**config.mk**
```make
export PLATFORM = sky130hd
export DESIGN_NAME = pe_array_sequencer_flat
export DESIGN_NICKNAME = d
export VERILOG_FILES = /design/src/rtl/pe_array_sequencer_pkg.sv /design/src/rtl/pe_array_sequencer_if.sv /design/src/rtl/pe_array_sequencer_watchdog.sv /design/src/rtl/pe_array_sequencer.sv /design/src/flat_wrapper.sv
export SDC_FILE = /design/constraint.sdc
export NUM_CORES = 1
export LEC_CHECK = 0
export BUFFER_PORTS_ARGS = -buffer_cell sky130_fd_sc_hd__buf_2
export CORE_AREA = 2 2 92 94
export CTS_BUF_LIST = sky130_fd_sc_hd__clkbuf_8 sky130_fd_sc_hd__clkbuf_16
export DETAILED_ROUTE_END_ITERATION = 12
export DIE_AREA = 0 0 94 96
export GPL_TIMING_DRIVEN = 0
export PLACE_DENSITY = 0.47
export SYNTH_ARGS = -nofsm -noshare
export SYNTH_HDL_FRONTEND = slang
export SYNTH_SLANG_ARGS = --single-unit
```
**constraint.sdc**
```tcl
create_clock -name CLK -period 1.9 [get_ports CLK]
set_input_delay 0.285 -clock CLK [delete_from_list [all_inputs] [get_ports CLK]]
set_output_delay 0.285 -clock CLK [all_outputs]
set_load 0.005 [all_outputs]
```
**src/rtl/pe_array_sequencer_pkg.sv**
```systemverilog
// Shared constants for the PE array command path: opcodes, shift directions,
// sequencer FSM states and the op-list phase encoding.
package pe_array_pkg;

    localparam logic [2:0] CMD_NOP     = 3'd0;
    localparam logic [2:0] CMD_CLEAR   = 3'd1;
    localparam logic [2:0] CMD_LOAD    = 3'd2;
    localparam logic [2:0] CMD_MAC     = 3'd3;
    localparam logic [2:0] CMD_SHIFT_A = 3'd4;
    localparam logic [2:0] CMD_SHIFT_B = 3'd5;

    localparam logic [1:0] DIR_UP    = 2'd0;
    localparam logic [1:0] DIR_DOWN  = 2'd1;
    localparam logic [1:0] DIR_LEFT  = 2'd2;
    localparam logic [1:0] DIR_RIGHT = 2'd3;

    typedef enum logic [2:0] {
        ST_IDLE  = 3'd0,
        ST_ISSUE = 3'd1,
        ST_WAIT  = 3'd2,
        ST_ACK   = 3'd3,
        ST_DRAIN = 3'd4,
        ST_DONE  = 3'd5,
        ST_ERROR = 3'd6
    } state_t;

    // Position in the op list; PH_END means the last op has been acknowledged.
    typedef enum logic [2:0] {
        PH_CLEAR   = 3'd0,
        PH_LOAD    = 3'd1,
        PH_MAC     = 3'd2,
        PH_SHIFT_A = 3'd3,
        PH_SHIFT_B = 3'd4,
        PH_END     = 3'd5
    } phase_t;

    function automatic logic [2:0] phase_cmd(input phase_t p);
        case (p)
            PH_CLEAR:   return CMD_CLEAR;
            PH_LOAD:    return CMD_LOAD;
            PH_MAC:     return CMD_MAC;
            PH_SHIFT_A: return CMD_SHIFT_A;
            PH_SHIFT_B: return CMD_SHIFT_B;
            default:    return CMD_NOP;
        endcase
    endfunction

    // A moves left and B moves up between MAC rounds.
    function automatic logic [1:0] phase_dir(input phase_t p);
        return (p == PH_SHIFT_A) ? DIR_LEFT : DIR_UP;
    endfunction

endpackage

```
**src/rtl/pe_array_sequencer_if.sv**
```systemverilog
// Command/acknowledge link between the sequencer (master) and the PE array (slave).
interface pe_array_sequencer_if;
    // The master holds command_to_execute (and shift_direction) stable until the
    // slave raises array_ready; the master then pulses array_ack for one cycle
    // with the command returned to NOP, and the slave must drop array_ready
    // before the next command is presented.
    logic       array_ready;
    logic       array_ack;
    logic [2:0] command_to_execute;
    logic [1:0] shift_direction;

    modport master (
        input  array_ready,
        output array_ack,
        output command_to_execute,
        output shift_direction
    );

    modport slave (
        output array_ready,
        input  array_ack,
        input  command_to_execute,
        input  shift_direction
    );
endinterface

```
**src/rtl/pe_array_sequencer_watchdog.sv**
```systemverilog
// Per-operation watchdog: counts enabled cycles since the last clear and flags
// the cycle in which the LIMIT-th consecutive enabled cycle occurs.
module pe_op_watchdog #(
    parameter int TMO_W = 8,
    parameter int LIMIT = 255
) (
    input  logic CLK,
    input  logic RST_N,
    input  logic clear,
    input  logic enable,
    output logic expired
);
    localparam logic [TMO_W-1:0] LAST = TMO_W'(LIMIT - 1);

    logic [TMO_W-1:0] cnt;

    always_ff @(posedge CLK or negedge RST_N) begin
        if (!RST_N) begin
            cnt <= '0;
        end else if (clear) begin
            cnt <= '0;
        end else if (enable) begin
            cnt <= cnt + TMO_W'(1);
        end
    end

    assign expired = enable && (cnt == LAST);

endmodule

```
**src/rtl/pe_array_sequencer.sv**
```systemverilog
// Sequences one matrix-multiply job on the PE array: CLEAR, LOAD, then K MAC
// rounds with A-left / B-up shifts between rounds, each op ready/ack handshaked.
module pe_array_sequencer
    import pe_array_pkg::*;
#(
    parameter int STEP_W         = 8,
    parameter int TIMEOUT_CYCLES = 255,
    parameter int TMO_W          = 8
) (
    input  logic                 CLK,
    input  logic                 RST_N,
    input  logic                 start,
    input  logic                 abort,
    input  logic [STEP_W-1:0]    num_steps,
    output logic                 busy,
    output logic                 done,
    output logic                 error,
    output logic [STEP_W-1:0]    step_idx,
    pe_array_sequencer_if.master arr,
    output state_t               state_dbg
);
    state_t              state;
    phase_t              phase;
    logic [STEP_W-1:0]   k;
    logic [STEP_W-1:0]   step;
    logic [2:0]          cmd_q;
    logic [1:0]          dir_q;
    logic                ack_q;
    logic                wd_clear;
    logic                wd_enable;
    logic                wd_expired;

    // The watchdog guards both the wait for ready and the wait for its release.
    assign wd_clear  = (state == ST_ISSUE) || (state == ST_ACK);
    assign wd_enable = ((state == ST_WAIT)  && !arr.array_ready) ||
                       ((state == ST_DRAIN) &&  arr.array_ready);

    pe_op_watchdog #(
        .TMO_W (TMO_W),
        .LIMIT (TIMEOUT_CYCLES)
    ) u_watchdog (
        .CLK     (CLK),
        .RST_N   (RST_N),
        .clear   (wd_clear),
        .enable  (wd_enable),
        .expired (wd_expired)
    );

    always_ff @(posedge CLK or negedge RST_N) begin
        if (!RST_N) begin
            state <= ST_IDLE;
            phase <= PH_CLEAR;
            k     <= '0;
            step  <= '0;
            cmd_q <= CMD_NOP;
            dir_q <= DIR_UP;
            ack_q <= 1'b0;
            busy  <= 1'b0;
            done  <= 1'b0;
            error <= 1'b0;
        end else begin
            ack_q <= 1'b0;
            done  <= 1'b0;
            if (abort && (state != ST_IDLE)) begin
                state <= ST_IDLE;
                cmd_q <= CMD_NOP;
                dir_q <= DIR_UP;
                busy  <= 1'b0;
                error <= 1'b0;
            end else begin
                case (state)
                    ST_IDLE: begin
                        if (start && !abort) begin
                            k     <= num_steps;
                            step  <= '0;
                            phase <= PH_CLEAR;
                            cmd_q <= CMD_CLEAR;
                            dir_q <= DIR_UP;
                            busy  <= 1'b1;
                            state <= ST_ISSUE;
                        end
                    end
                    ST_ISSUE: begin
                        state <= ST_WAIT;
                    end
                    ST_WAIT: begin
                        if (arr.array_ready) begin
                            ack_q <= 1'b1;
                            cmd_q <= CMD_NOP;
                            dir_q <= DIR_UP;
                            state <= ST_ACK;
                        end else if (wd_expired) begin
                            error <= 1'b1;
                            busy  <= 1'b0;
                            cmd_q <= CMD_NOP;
                            dir_q <= DIR_UP;
                            state <= ST_ERROR;
                        end
                    end
                    ST_ACK: begin
                        case (phase)
                            PH_CLEAR:   phase <= PH_LOAD;
                            PH_LOAD:    phase <= (k == '0) ? PH_END : PH_MAC;
                            PH_MAC:     phase <= (step == k - STEP_W'(1)) ? PH_END : PH_SHIFT_A;
                            PH_SHIFT_A: phase <= PH_SHIFT_B;
                            PH_SHIFT_B: begin
                                phase <= PH_MAC;
                                step  <= step + STEP_W'(1);
                            end
                            default:    phase <= PH_END;
                        endcase
                        state <= ST_DRAIN;
                    end
                    ST_DRAIN: begin
                        if (!arr.array_ready) begin
                            if (phase == PH_END) begin
                                done  <= 1'b1;
                                busy  <= 1'b0;
                                state <= ST_DONE;
                            end else begin
                                cmd_q <= phase_cmd(phase);
                                dir_q <= phase_dir(phase);
                                state <= ST_ISSUE;
                            end
                        end else if (wd_expired) begin
                            error <= 1'b1;
                            busy  <= 1'b0;
                            state <= ST_ERROR;
                        end
                    end
                    ST_DONE: begin
                        state <= ST_IDLE;
                    end
                    ST_ERROR: begin
                        state <= ST_ERROR;
                    end
                    default: begin
                        cmd_q <= CMD_NOP;
                        dir_q <= DIR_UP;
                        busy  <= 1'b0;
                        state <= ST_IDLE;
                    end
                endcase
            end
        end
    end

    assign step_idx               = step;
    assign state_dbg              = state;
    assign arr.array_ack          = ack_q;
    assign arr.command_to_execute = cmd_q;
    assign arr.shift_direction    = dir_q;

endmodule

```
**src/flat_wrapper.sv**
```systemverilog
// flat-port wrapper written by rule: the top's interface ports become plain ports
module pe_array_sequencer_flat import pe_array_pkg::*;
#(
    parameter int STEP_W         = 8,
    parameter int TIMEOUT_CYCLES = 255,
    parameter int TMO_W          = 8
)
  (CLK, RST_N, start, abort, num_steps, busy, done, error, step_idx, state_dbg, arr_array_ready, arr_array_ack, arr_command_to_execute, arr_shift_direction);
  pe_array_sequencer_if arr_i ();
  input  logic CLK;
  input  logic RST_N;
  input  logic start;
  input  logic abort;
  input  logic [STEP_W-1:0] num_steps;
  output logic busy;
  output logic done;
  output logic error;
  output logic [STEP_W-1:0] step_idx;
  output state_t state_dbg;
  input wire logic [$bits(arr_i.array_ready)-1:0] arr_array_ready;
  output wire logic [$bits(arr_i.array_ack)-1:0] arr_array_ack;
  output wire logic [$bits(arr_i.command_to_execute)-1:0] arr_command_to_execute;
  output wire logic [$bits(arr_i.shift_direction)-1:0] arr_shift_direction;
  assign arr_i.array_ready = arr_array_ready;
  assign arr_array_ack = arr_i.array_ack;
  assign arr_command_to_execute = arr_i.command_to_execute;
  assign arr_shift_direction = arr_i.shift_direction;
  pe_array_sequencer #(.STEP_W(STEP_W), .TIMEOUT_CYCLES(TIMEOUT_CYCLES), .TMO_W(TMO_W)) u_core (.CLK(CLK), .RST_N(RST_N), .start(start), .abort(abort), .num_steps(num_steps), .busy(busy), .done(done), .error(error), .step_idx(step_idx), .arr(arr_i), .state_dbg(state_dbg));
endmodule
```
======== Word level (Yosys, flattened, before mapping) ========
Index checks and enable logic that the tools add are counted.
word-level totals
  bits in registers ....................... 39
cells by class
  reduce and logical (&&, ||, !) cells .... 23
  bitwise logic cells ..................... 1
  equal/unequal tests ..................... 23
  $add $sub $neg .......................... 3
  mux-type cells .......................... 51
operators with widths
  operator                                                                count
  3-bit 2-to-1 mux                                                        14
  8-bit 2-to-1 mux                                                        4
  3-bit one-hot mux with 5 select lines                                   2
  3-bit one-hot mux with 6 select lines                                   1
  1-bit 2-to-1 mux                                                        17
  8-bit by 1-bit adder with 8-bit output (second input constant)          2
  8-bit one-hot mux with 2 select lines                                   1
  3-bit equality test (second input constant)                             5
  2-bit 2-to-1 mux                                                        7
  3-bit by 2-bit equality test with 1-bit output (second input constant)  4
  3-bit inequality test (second input constant)                           4
  3-bit one-hot mux with 4 select lines                                   1
  3-bit AND reduction                                                     3
  8-bit equality test                                                     1
  8-bit equality test (second input constant)                             1
  8-bit zero test                                                         1
  4-bit inequality test (second input constant)                           2
  2-bit one-hot mux with 4 select lines                                   1
  4-bit AND reduction                                                     2
  8-bit by 1-bit subtractor with 8-bit output (second input constant)     1
  3-bit by 1-bit equality test with 1-bit output (second input constant)  2
  3-bit zero test                                                         2
  3-bit one-hot mux with 2 select lines                                   1
  3-bit nonzero test                                                      2
  12 further kinds                                                        20

======== Longest topological paths before layout ========
Gate-level depths: netlist of run 1.
  word-level depth ........................ 8
  depth in mapped cells ................... 7

======== Modules after synthesis ========
A second synthesis of run 1 with hierarchy kept.
unflattened totals
  cells, all modules ...................... 261
  area total of the unflattened synthesis .. 2288.4 sq um
modules (own cells, without submodules)
  module              instances  cells each  sequential area each (sq um)  area an instance (sq um)
  pe_array_sequencer  1          220         750.7                         1876.8
  pe_op_watchdog      1          41          200.2                         411.6

======== Least setup slack after synthesis of run 1 ========
OpenSTA, ideal clock, no wires.
  path kind ............................... flip-flop to flip-flop
  from .................................... register u_core.k[0]
  to ...................................... register u_core.phase[1]
  slack ................................... 0.121 ns
  arrival time ............................ 1.653 ns
  library setup time ...................... 0.126 ns
  path buffers ............................ 0
  stages on the path, launching flop included .. 8
  required time ........................... 1.774 ns
  path through ............................ dfrtp_1 -> inv_1 -> ha_1 -> nand4bb_1 -> a211oi_1 -> o311a_1 -> o221ai_1 -> a221o_1
between the ends
  word-level cells in the longest chain between the ends .. 5
  elaborated cells between the ends (all ways) .. 7
  classes of those cells .................. add/sub: 1; eq/ne: 1; mux: 4; reduce/logical: 1
ends and longest elaborated chain
  item                                         RTL line                   text
  start: declaration                           pe_array_sequencer.sv:24   logic [STEP_W-1:0] k;
  start signal: assignment                     pe_array_sequencer.sv:74   k <= num_steps;
  8-bit by 1-bit subtractor with 8-bit output  pe_array_sequencer.sv:104  PH_MAC: phase <= (step == k - STEP_W'(1)) ? PH_END : PH_SHIFT_A;
  8-bit equality test                          pe_array_sequencer.sv:104
  3-bit 2-to-1 mux                             pe_array_sequencer.sv:104
  3-bit one-hot mux with 5 select lines *      pe_array_sequencer.sv:101  case (phase)
  3-bit one-hot mux with 2 select lines *      pe_array_sequencer.sv:71   case (state)
  end signal: assignment                       pe_array_sequencer.sv:103  PH_LOAD: phase <= (k == '0) ? PH_END : PH_MAC;
  end signal: assignment                       pe_array_sequencer.sv:104
  end: declaration                             pe_array_sequencer.sv:23   phase_t phase;
Every way passes the cells marked *; elsewhere a longest branch is shown, timed or not.
A chain may end at the register's enable or synchronous reset.

======== Final worst setup path of run 1 ========
  from .................................... register u_core.state[2], in the netlist u_core.state_dbg[2]
  to ...................................... register u_core.k[3]
between the ends
  word-level cells in the longest chain between the ends .. 4
  elaborated cells between the ends (all ways) .. 5
  classes of those cells .................. bitwise: 1; reduce/logical: 4
ends and longest elaborated chain
  item                                    RTL line                  text
  start: declaration                      pe_array_sequencer.sv:22  state_t state;
  start signal: assignment                pe_array_sequencer.sv:51  state <= ST_IDLE;
  start signal: assignment                pe_array_sequencer.sv:65  state <= ST_IDLE;
  start signal: assignment                pe_array_sequencer.sv:80  state <= ST_ISSUE;
  3-bit nonzero test                      pe_array_sequencer.sv:64  if (abort && (state != ST_IDLE)) begin
  1-bit logical AND                       pe_array_sequencer.sv:64
  1-bit NOT (no source line)              --
  3-bit AND reduction (no source line) *  --
Marks and branches as above.

==> impl.org, run 1 <==
** Routing
- After detailed routing, the total wire length is 5.660 mm.
- 1st-pass router iterations :: 4
- Via/cell ratio :: 4.906
- Signal routing reaches up to met4.
- Iteration-0 DRC Markers :: 71
- Via count of the routed design :: 1938
- After detailed routing, the number of remaining DRC violations is 0.
- Wire length per cell after detailed routing :: 14.33 um
- In the final routing, the length of wire on met1 measures 2.750 mm.
- WL met2 :: 2.634 mm
- Post-detailed-route count of antenna-violating nets :: 0
- DR WL met3 :: 221 um

** Power
- Peak VDD IR :: 317.9 uV
- Power density normalized to cell area :: 732.1 nW/um^2
- In this run the static leakage power is 1.305 nW.
- Total power for the finished layout comes to 2.101 mW.

** Synthesis
- Share of flip-flops with an asynchronous set or reset :: 100.0%
- The average instance in the mapped netlist occupies 9.627 sq um.
- Number of instances in the synthesized netlist :: 245
- Yosys warnings :: 0
- Sequential area share after synthesis :: 40.32%
- Top flip-flop cell by instance count after synthesis :: dfrtp_1
- #FFs+latches synth :: 38
- Area of the mapped netlist :: 2359 sq um
- Net count after synthesis :: 263
- Number of enable flip-flop cells after synthesis :: 0
- Distinct cells, synth :: 60

** Final layout
- Relative to the synthesized area, the layout overhead comes to 21.70%.
- Once layout is complete, the utilization of the core stands at 35.65%.
- Count of inserted antenna diode cells :: 0
- Final layout net count :: 307
- Cells with a size suffix above 1 make up 28.62% of the layout.

** Run
- Max-cap violations in this run came to 0.

** Global route
- Entering global routing, the biggest net connects 39 pins.
- The number of antenna violations at the first check in global routing is 0.
- Global routing consumed, over all layers together, 13.47% of the routing resources.
- Vias in the first global route :: 1899
- The total overflow left after global routing is 0.
- First-pass GRT wire length :: 9.549 mm

** Timing
- Pins over their slew limit :: 0
- Count of endpoints failing hold in the final timing report :: 0
- In the finished design, the share of the clock period the worst path needs comes to 95.44%.
- Setup repair after global routing could not meet its margin everywhere.
- Worst slew slack as a fraction of its limit :: 40.67%
- Pin slew with the least headroom to its limit :: 890.0 ps
- Setup violations remaining at the end of the flow were counted as 0.
- Time the final worst path needs with I/O delays and setup :: 1813 ps
- On the final layout, the worst hold slack is 100.5 ps.
- Adding up every negative setup slack in the final design gives 0 ps.
- For this run, the top clock speed supported by timing is 0.5515 GHz.
- On the final layout, the worst clock skew is 10.25 ps.

** Critical path
- STA classifies the critical path startpoint as a flop.
- Max incr delay on CP :: 400 ps
- Among all stages on the critical path, the largest delay is contributed by dfrtp_1.
- Of all nets on the critical path, the largest fanout is 10.
- By startpoint and endpoint, the worst setup path is classified as flop to flop.
- CP Capture Type :: flop
- STA puts the critical path data required time at 2090 ps.
- Cell-by-cell trace of the critical path :: clkbuf_8 -> or2_2 -> nor3_4 -> buf_4 -> mux2_2
- Worst EP arrival :: 2000 ps

** Min path
- The path class of the tightest hold or removal check is primary input to asynchronous set/reset pin.

** Placed design
- Global placement routability congestion :: 0.8384
- IO Port Bufs :: 31
- The wire-length estimate of the detail-placed layout is 4.001 mm.

** Floorplanning
- Number of placement rows :: 33
- The floorplan step defined a die boundary enclosing 9024 sq um.
- DIE HEIGHT :: 96 um
- Num ports :: 33
- Starting density of the core :: 29.29%
- Horiz. Die Dim :: 94 um
- Core box area :: 8051 sq um

** CTS
- Skew-Pair Late Insertion Delay :: 300 ps
- Number of hold buffers added after cts :: 0
- Number of buffers created by CTS :: 5
- CTS tree :: done
- The clock net in this run drives a total of 38 sinks.
- The longest clock path from root to sink contains 2 buffers.
- Maximum level of the CTS H-tree :: 2
- Root buf cell :: clkbuf_8
- Clock-pin slew was measured on the worst setup and hold paths at 90 ps.

** Run status
- Outcome :: completed
cells in the final DEF, fill, tap and decap left out, drive strengths merged, types with 2 or more instances in the layout:
cell type and count:
clkbuf 16, and3 5, mux2 8, buf 41
xnor2 6, or3 3, nor3 12, clkinv 2
or3b 3, nand3b 6, nor2b 4, nand3 8
inv 7, nand4bb 2, dfrtp 38, nor2 22
nand2 17, nand2b 2, and4 2, xor2 16
a21o 4, nand4 7, nor4 2, o211ai 3
a31oi 2, ha 5, o21ai 7, a211oi 2
nor3b 3, or2 3, a21oi 11
report_power, final:
| part | leakage (nW) | switching [mW] | internal, mW |
|---|---|---|---|
| Clock | 0.0579 | 0.318 | 0.387 |
| Sequential | 0.502 | 0.0898 | 0.869 |
| Combinational | 0.745 | 0.215 | 0.221 |
what timing repair did:
item                                    CTS  global route
gates resized for setup                   6             9
endpoints found under the setup margin   17            14
pin swaps                                 1             3
buffers inserted                          1             6
worst paths after layout:
path	start	endpoint	slack, ps	cells after the start
worst min register to register	u_core.arr.command_to_execute[2]	u_core.arr.command_to_execute[2]	480	1
worst min-delay path	RST_N	u_core.state_dbg[0]	100	1
min in group CLK	num_steps[0]	u_core.k[0]	200	3
worst max register to register	u_core.state_dbg[2]	u_core.k[3]	90	5
worst max-delay path	u_core.state_dbg[2]	u_core.k[3]	90	5
max in group asynchronous	RST_N	u_core.k[0]	1190	1
routing by layer:
metal,track usage (%),vias to the layer above
li1,-,961
met1,17.97,935
met2,22.32,34
met3,2.976,8
met4,3.261,0
met5,0,-
through the flow:
| step | worst slack, ps | instances | cell area [sq um] |
|---|---|---|---|
| 4_1_cts | -27.96 | 390 | 2799 |
| 6_report | 86.69 | 395 | 2870 |
| 3_5_place_dp | -121.4 | 381 | 2645 |
| 2_1_floorplan | 120.7 | 245 | 2359 |
| 3_3_place_gp | -128.2 | 381 | 2645 |
| 5_1_grt | -23.16 | 395 | 2870 |
layout make-up:
type / instances / area [sq um]
repair buffers: 38 / 220.2
multi-input cells: 185 / 1338
clock inverters: 3 / 40.04
inverters: 7 / 26.28
well taps: 105 / 131.4
plain buffers: 14 / 92.59
flip-flops and latches: 38 / 953.4
clock buffers: 5 / 68.82
fillers: 851 / 5181
worst max-delay path, delay by kind of cell, from the launching register on:
kind | cells | cell delay [ps]
buf+inv | 2 | 350
simple gates | 2 | 590
flops | 1 | 400
mux | 1 | 340
synthesized netlist by cell type (all sizes together), types with 5 or more instances:
cell type	instances	share of area [%]
clkbuf	12	3.2
inv	7	1.1
o21ai	7	1.5
xnor2	6	2.2
and3	5	1.3
nor2	22	3.5
dfrtp	38	40
ha	5	2.7
mux2	8	3.8
nand2	17	3.0
nand3	8	1.7
nand4	7	1.9
nor3	12	2.8
a21oi	11	2.8
nand3b	6	1.9
xor2	16	5.9
flip-flops by register name, indices dropped and copies added, names as in the netlist:
register and flops:
u_core.arr.array_ack 1, u_core.done 1, u_core.busy 1, u_core.phase 3, u_core.arr.command_to_execute 3, u_core.arr.shift_direction 1
u_core.k 8, u_core.u_watchdog.cnt 8, u_core.state_dbg 3, u_core.step_idx 8, u_core.error 1
kinds of logic after synthesis:
| logic type | count (synthesis) | share of synthesized area, % |
|---|---|---|
| other cells | 1 | 0.1590 |
| xor+xnor | 22 | 8.170 |
| mux | 9 | 4.244 |
| simple gates | 107 | 26.31 |
| compound gates | 41 | 13.10 |
| flops | 38 | 40.32 |
| fa+ha+maj | 5 | 2.653 |
| buf+inv | 22 | 5.040 |
(Power assumes the default switching activity.)
==> run 2, diff against run 1 <==
Settings changed: CORE_AREA 2 2 92 94 to 2 2 71 73, CTS_BUF_LIST sky130_fd_sc_hd__clkbuf_8 sky130_fd_sc_hd__clkbuf_16 to sky130_fd_sc_hd__clkbuf_16, DIE_AREA 0 0 94 96 to 0 0 73 75, MAX_ROUTING_LAYER set to met4, PLACE_DENSITY 0.47 to 0.73.
==> run 2 against run 1 <==
Net effect: fmax decreased by 1.2%; register-to-register slack got worse by 20 ps; via count down 3.8%; largest cell class unchanged; largest power group unchanged.
==> impl.org, run 2 (same netlist as run 1, synthesis figures left out) <==
** Floorplanning
- The horizontal die dimension was 73 um (-22%).
- DIE HEIGHT :: 75 um (-22%)
- The number of standard-cell rows in the floorplan came to 25 (-24%).
- The overall die area was 5475 sq um (-39%).
- Core box area :: 4661 sq um (-42%)
- The starting density of the core is 50.60% (+21 points).
- Num ports :: 33 (unchanged)

** Routing
- Wire length per cell after detailed routing :: 14.06 um (-1.9%)
- Via count of the routed design :: 1865 (-3.8%)
- Via/cell ratio :: 5.518 (+12%)
- Detailed-routing wirelength on met1 :: 2.267 mm (-18%)
- Post-detailed-route count of antenna-violating nets :: 0 (unchanged)
- DR WL met3 :: 146 um (-34%)
- DR DRC count :: 0 (unchanged)
- Top metal layer carrying routed signals :: met4
- The overall routed net length came to 4.752 mm (-16%).
- Iteration-0 DRC Markers :: 162 (+130%)
- The total iterations of the first detailed-routing run came to 4 (unchanged).
- The total length of routed met2 wires is 2.298 mm (-13%).

** Timing
- The worst hold margin was 108.6 ps (+8.170 ps).
- The post-layout worst setup margin was 65.06 ps (-21.64 ps).
- The transition at the pin with the smallest max-transition slack is 843.0 ps (-46.93 ps).
- The post-route fraction of the period consumed by the critical path came to 96.58% (+1.1 points).
- The achievable clock frequency is 0.5450 GHz (-1.2%).
- Worst slew slack as a fraction of its limit :: 43.80% (+3.1 points)
- The setup TNS was 0 ps (unchanged).
- RSZ-0062 raised after global routing :: true
- Count of endpoints failing hold in the final timing report :: 0 (unchanged)
- Pins over their slew limit :: 0 (unchanged)
- The largest clock skew in the final design was 5.584 ps (-4.670 ps).
- Time the final worst path needs with I/O delays and setup :: 1835 ps (+21.64 ps)
- Final setup fails :: 0 (unchanged)

** Global route
- First-pass GRT wire length :: 8.052 mm (-16%)
- Vias in the first global route :: 1795 (-5.5%)
- The number of antenna violations at the first check in global routing is 0 (unchanged).
- The total congestion overflow after global routing is 0 (unchanged).
- The global-route usage over all layers came to 19.67% (+6.2 points).
- The pin count of the biggest net entering global routing is 39 (unchanged).

** Critical path
- Worst setup path end :: u_core.phase[1]
- Startpoint type of the worst setup path :: flop
- The highest cell delay on the worst timing path is 430 ps (+30 ps).
- Worst reg-to-reg setup slack :: 70 ps (-20 ps)
- CP Capture Type :: flop
- Worst Path Required :: 2060 ps (-30 ps)
- Reg-to-Reg End :: u_core.phase[1]
- The critical path goes through inv_2 -> ha_4 -> nand4bb_1 -> a211oi_1 -> o311a_1 -> o221ai_2 -> a221o_1.
- By startpoint and endpoint, the worst setup path is classified as flop to flop.
- Reg2Reg Launch Point :: u_core.k[0]
- The data arrival time of the critical path came to 1990 ps (about the same).
- The most critical setup path has its startpoint at u_core.k[0].
- The largest fanout of any net on the critical path is 6 (-4).
- The number of cells traversed by the worst register-to-register path came to 7 (+2).
- Cell with the largest stage delay on the worst path :: dfrtp_1

** CTS
- The tree is rooted in a clkbuf_16.
- CTS tree :: done
- Clock transition at the registers of the reported paths :: 60 ps (-30 ps)
- Number of buffers created by CTS :: 5 (unchanged)
- The clock sink total was 38 (unchanged).
- The number of hold buffers added after cts is 0 (unchanged).
- Maximum level of the CTS H-tree :: 2 (unchanged)
- Skew-Pair Late Insertion Delay :: 280 ps (-20 ps)
- CTS max path bufs :: 2 (unchanged)

** Power
- P_leak :: 1.287 nW (-1.4%)
- Internal power consumption :: 1.541 mW (+4.3%)
- Peak VDD IR :: 515.6 uV (+62%)
- Part of the power in registers :: 44.4% (-1.2 points)
- The combinational share of power is 19.4% (-1.4 points).
- Fraction of power consumed by the clock network :: 36.2% (+2.6 points)
- The total power density per cell area is 768.4 nW/um^2 (+5.0%).
- The total chip power came to 2.124 mW (+1.1%).
- The net switching power came to 0.5829 mW (-6.5%).
- The fraction of power spent switching nets is 27.45% (-2.2 points).

** Min path
- The tightest min-delay check is of the primary input to asynchronous set/reset pin type.

** Final layout
- Count of inserted antenna diode cells :: 0 (unchanged)
- Synthesis-to-finish area growth :: 17.19%
- Most used cells in the layout excluding fill and tap cells :: dfrtp_1 (38), buf_2 (32), nor2_1 (22), nand2_1 (16), xor2_1 (16)
- The share of post-route cells with drive strength above 1 is 24.65% (-4.0 points).
- The area of combinational cells with multiple inputs is 1328 sq um (-0.75%).
- Final instance area :: 2764 sq um (-3.7%)
- The number of filler cells placed in the layout is 411 (-52%).
- Most common cell after layout, fill and taps aside :: dfrtp_1
- The number of nets in the final layout was 302 (-1.6%).
- Footprint of the flip-flops and latches :: 950.9 sq um (-0.26%)
- The share of the core filled with cells in the final layout came to 59.30% (+24 points).
- Post-route insts no fill :: 338 (-14%)

** Placed design
- DP Cell Count :: 330 (-13%)
- The setup slack at placement was -97.43 ps (+24.00 ps).
- The placement-stage cell area was 2581 sq um (-2.4%).
- Global placement routability congestion :: 0.8799 (+4.9%)
- The number of port buffers was 31 (unchanged).
- DP Wirelength :: 3.386 mm (-15%)

** Run
- The total of max-cap violations was 0 (unchanged).

** Run status
- The run finished with clean final reports.
run 2: cell types whose count changed in the layout (fill, tap and decap cells not counted), moves of 2 or more:
cell       change
clkbuf_8       -5
clkbuf_16      +5
dfrtp_2        -2
clkinv_2       -2
dfrtp_1        +2
clkbuf_1       +2
buf_4          -5
inv_1          +2
run 2: worst max-delay path, delay by kind of cell, from the launching register on:
kind / cells / cell delay (ps)
buf+inv: 1 / 110
simple gates: 1 / 110
flops: 1 / 430
compound gates: 4 / 900
fa+ha+maj: 1 / 170
run 2: repair_timing:
action	in CTS	in global routing
endpoints found under the hold margin	0	0
setup endpoints to repair	3	12
pin swaps	0	2
setup buffers	0	1
gates resized for setup	5	6
run 2: final cells by class:
class                      count  share of cell area (%)
multi-input combinational    185                   48.03
buffer                        15                   3.486
clock inverter                 2                  0.2716
inverter                       7                  0.9507
tap                           54                   2.445
clock buffer                   5                   4.527
sequential                    38                   34.40
timing repair buffer          32                   5.885
run 2: per-layer routing:
layer  up-vias  GRT usage (%)
li1        949              -
met1       879          25.55
met2        33          29.93
met3         4          4.953
met4         0          6.996
met5         -              -
run 2: worst min-delay path by stage:
stage                     slack [ps]                    to  startpoint  cells past startpoint
final                            110          u_core.error       RST_N                      1
after global routing             200          u_core.error       RST_N                      1
after CTS                        150   u_core.state_dbg[2]       RST_N                      1
after detailed placement         450   u_core.state_dbg[2]       RST_N                      1
after global placement           440          u_core.error       RST_N                      1
after floorplan                  -10  u_core.arr.array_ack       RST_N                      0
run 2: power groups by stage:
stage	Combinational [mW]	Clock, mW	Sequential, mW
2_1_floorplan	0.289	0	0.936
3_3_place_gp	0.376	0	0.947
3_5_place_dp	0.384	0	0.950
4_1_cts	0.404	0.791	0.937
5_1_grt	0.459	0.824	0.949
6_report	0.412	0.770	0.942
==> run 3, diff against run 2 <==
Settings changed: CTS_CLUSTER_SIZE set to 40, REMOVE_ABC_BUFFERS set to 1.
==> run 3 against run 2 <==
Net effect: global-route usage increased by 0.93 points; register-to-register slack about the same; highest routed layer unchanged; worst hold slack gained 2.8 ps; clock-buffer cell count is the same; clock power is 0.5% lower; first-iteration DRC count fell by 54%; clock skew is 1.1 ps lower; critical path depth decreased by 1.
==> impl.org, run 3 (same netlist as run 1, synthesis figures left out) <==
** Critical path
- Cell-by-cell trace of the critical path :: buf_4 -> or3b_4 -> a21oi_4 -> nand2_4 -> or3_1 -> a21oi_1
- Worst Reg-to-Reg Cells :: 6 (-1)
- The largest fanout of any net on the critical path is 7 (+1).
- Max incr delay on CP :: 430 ps (about the same)
- The data arrival time of the critical path is 2040 ps (+50 ps).
- CP Capture Type :: flop
- The required arrival time at the worst endpoint was 2100 ps (+40 ps).
- Startpoint type of the worst setup path :: flop
- The critical path is of the flop to flop type.
- The slowest stage of the critical path belongs to the cell dfrtp_2.

** Global route
- The global-route usage over all layers came to 20.60% (+0.93 points).
- Total congestion overflow after global routing :: 0 (unchanged)
- The global-route wire length before repair is 8.431 mm (+4.7%).
- The layer flagged by global routing as most heavily used is met2.
- The pin count of the biggest net entering global routing came to 39 (unchanged).
- The global-route track usage on met1 came to 25.90% (+0.35 points).
- The global-route met2 utilization was 33.23% (+3.3 points).
- The number of global-route vias before repair is 1815 (+1.1%).
- Met3 track demand over resource in global routing :: 4.016% (-0.94 points)
- The number of antenna violations at the first check in global routing came to 0 (unchanged).

** Timing
- The largest clock skew in the final design was 4.515 ps (-1.069 ps).
- Time the final worst path needs with I/O delays and setup :: 1849 ps (+13.98 ps)
- Final setup fails :: 0 (unchanged)
- The relative max-transition margin is 44.14% (+0.34 points).
- The setup TNS was 0 ps (unchanged).
- Setup repair after global routing could not meet its margin everywhere.
- The number of slew-limit violations in the final report is 0 (unchanged).
- Pin slew with the least headroom to its limit :: 837.9 ps (-5.171 ps)
- Maximum clock rate :: 0.5409 GHz (-0.76%)
- Count of endpoints failing hold in the final timing report :: 0 (unchanged)
- The post-route fraction of the period consumed by the critical path was 97.31% (+0.74 points).

** Final layout
- Area of combinational cells with multiple inputs :: 1340 sq um (+0.94%)
- Final instance area :: 2867 sq um (+3.7%)
- The flip-flop and latch area was 958.4 sq um (+0.79%).
- The number of filler cells placed in the layout is 400 (-2.7%).
- Fraction of layout instances using a drive strength above 1 :: 32.30% (+7.7 points)
- Compared with the post-synthesis result, the final layout area differs by 21.54%.
- Most common cell after layout, fill and taps aside :: dfrtp_1
- Final layout net count :: 308 (+2.0%)
- The number of diodes added for antenna fixing is 0 (unchanged).
- Most used cells in the layout excluding fill and tap cells :: dfrtp_1 (32), buf_2 (31), nor2_1 (22), buf_4 (20)
- Post-route insts no fill :: 345 (+2.1%)

** Power
- Power density normalized to cell area :: 761.8 nW/um^2 (-0.85%)
- Sw Share :: 27.46% (about the same)
- P_leak :: 1.347 nW (+4.7%)
- The combinational share of power is 21.0% (+1.6 points).
- The maximum vdd drop was 523.4 uV (+1.5%).
- Switching power of the nets :: 0.5996 mW (+2.9%)
- The portion of total power attributed to sequential cells came to 43.9% (-0.5 points).
- Fraction of power consumed by the clock network :: 35.1% (-1.1 points)
- The total chip power was 2.184 mW (+2.8%).
- The internal power of the cells came to 1.584 mW (+2.8%).

** Routing
- 1st-pass router iterations :: 5 (+1)
- Via count of the routed design :: 1985 (+6.4%)
- The residual antenna-violating net count after detailed routing came to 0 (unchanged).
- Routed WL :: 5.037 mm (+6.0%)
- The detailed router's first-iteration violation count came to 75 (-54%).
- Wire length per cell after detailed routing :: 14.60 um (+3.8%)
- The remaining design rule violation count came to 0 (unchanged).
- Via/cell ratio :: 5.754 (+4.3%)

** Floorplanning
- Horiz. Die Dim :: 73 um (unchanged)
- The core footprint came to 4661 sq um (unchanged).
- Starting density of the core :: 50.60% (unchanged)
- The height of the die is 75 um (unchanged).
- Number of placement rows :: 25 (unchanged)
- Area enclosed by the die boundary :: 5475 sq um (unchanged)
- Num ports :: 33 (unchanged)

** CTS
- The clock latency at the later pin of the worst-skew pair came to 280 ps (about the same).
- Maximum level of the CTS H-tree :: 2 (unchanged)
- CTS max path bufs :: 2 (unchanged)
- Clock transition at the registers of the reported paths :: 50 ps (about the same)
- Sinks on Clock Net :: 38 (unchanged)
- The tree is rooted in a clkbuf_16.
- Number of buffers created by CTS :: 5 (unchanged)
- CTS tree :: done

** Placed design
- The placement-stage cell area was 2489 sq um (-3.6%).
- Global placement routability congestion :: 0.8965 (+1.9%)
- DP Cell Count :: 315 (-4.5%)
- IO Port Bufs :: 31 (unchanged)
- DP Wirelength :: 3.271 mm (-3.4%)

** Run
- Number of maximum-capacitance violations :: 0 (unchanged)

** Min path
- The min-delay analysis places its worst path in the category primary input to asynchronous set/reset pin.

** Run status
- Outcome :: completed
run 3: path summary, 6_finish.rpt:
kind                                                  startpoint                                to  slack [ps]
worst max-delay path                         u_core.state_dbg[1]          u_core.u_watchdog.cnt[7]          50
worst min-delay path                                       RST_N                       u_core.k[3]         110
worst max register to register               u_core.state_dbg[1]          u_core.u_watchdog.cnt[7]          50
worst min register to register  u_core.arr.command_to_execute[1]  u_core.arr.command_to_execute[1]         470
max in group asynchronous                                  RST_N                   u_core.phase[2]        1200
min in group CLK                                    num_steps[1]                       u_core.k[1]         220
run 3: cell type report:
| class | count | area share, % |
|---|---|---|
| multi-input cells | 185 | 46.75 |
| flip-flops and latches | 38 | 33.44 |
| repair buffers | 53 | 11.74 |
| clock buffers | 5 | 4.365 |
| well taps | 54 | 2.357 |
| inverters | 7 | 0.9166 |
| clock inverters | 3 | 0.4365 |
run 3: power by group through the flow:
stage	logic, mW	registers, mW	clock network [mW]
after floorplan	0.252	0.952	0
after global placement	0.337	0.971	0
after detailed placement	0.349	0.975	0
after CTS	0.397	0.968	0.795
after global routing	0.513	0.969	0.835
final	0.460	0.959	0.766
run 3: metal layers:
metal  up-vias  wire [um]  share of wire [%]
li1        964          -                  -
met2        51       2336                 46
met4         0        103                2.0
met5         -          0                  0
met1       961       2358                 47
met3         9        238                4.7
run 3: repair_timing:
| item | CTS | global route |
|---|---|---|
| pin swaps | 1 | 2 |
| hold buffers | 0 | 0 |
| resized for setup | 12 | 7 |
| endpoints found under the setup margin | 20 | 10 |
| gates cloned | 0 | 0 |
| setup buffers | 6 | 16 |
run 3: through the flow:
stage                     util (%)  hold slack, ps  setup WS (ps)
after floorplan                  -          -10.59         -95.10
after global placement       53.40           433.3         -467.5
after detailed placement     53.40           436.9         -497.3
after CTS                    58.52           141.3          1.467
after global routing         61.50           192.1         -26.30
final                        61.50           111.4          51.07
run 3: critical path: cells and delay by family, from the launching register on:
| kind | cells | cell delay (ps) |
|---|---|---|
| simple gates | 3 | 790 |
| buf+inv | 1 | 170 |
| flops | 1 | 430 |
| compound gates | 2 | 380 |
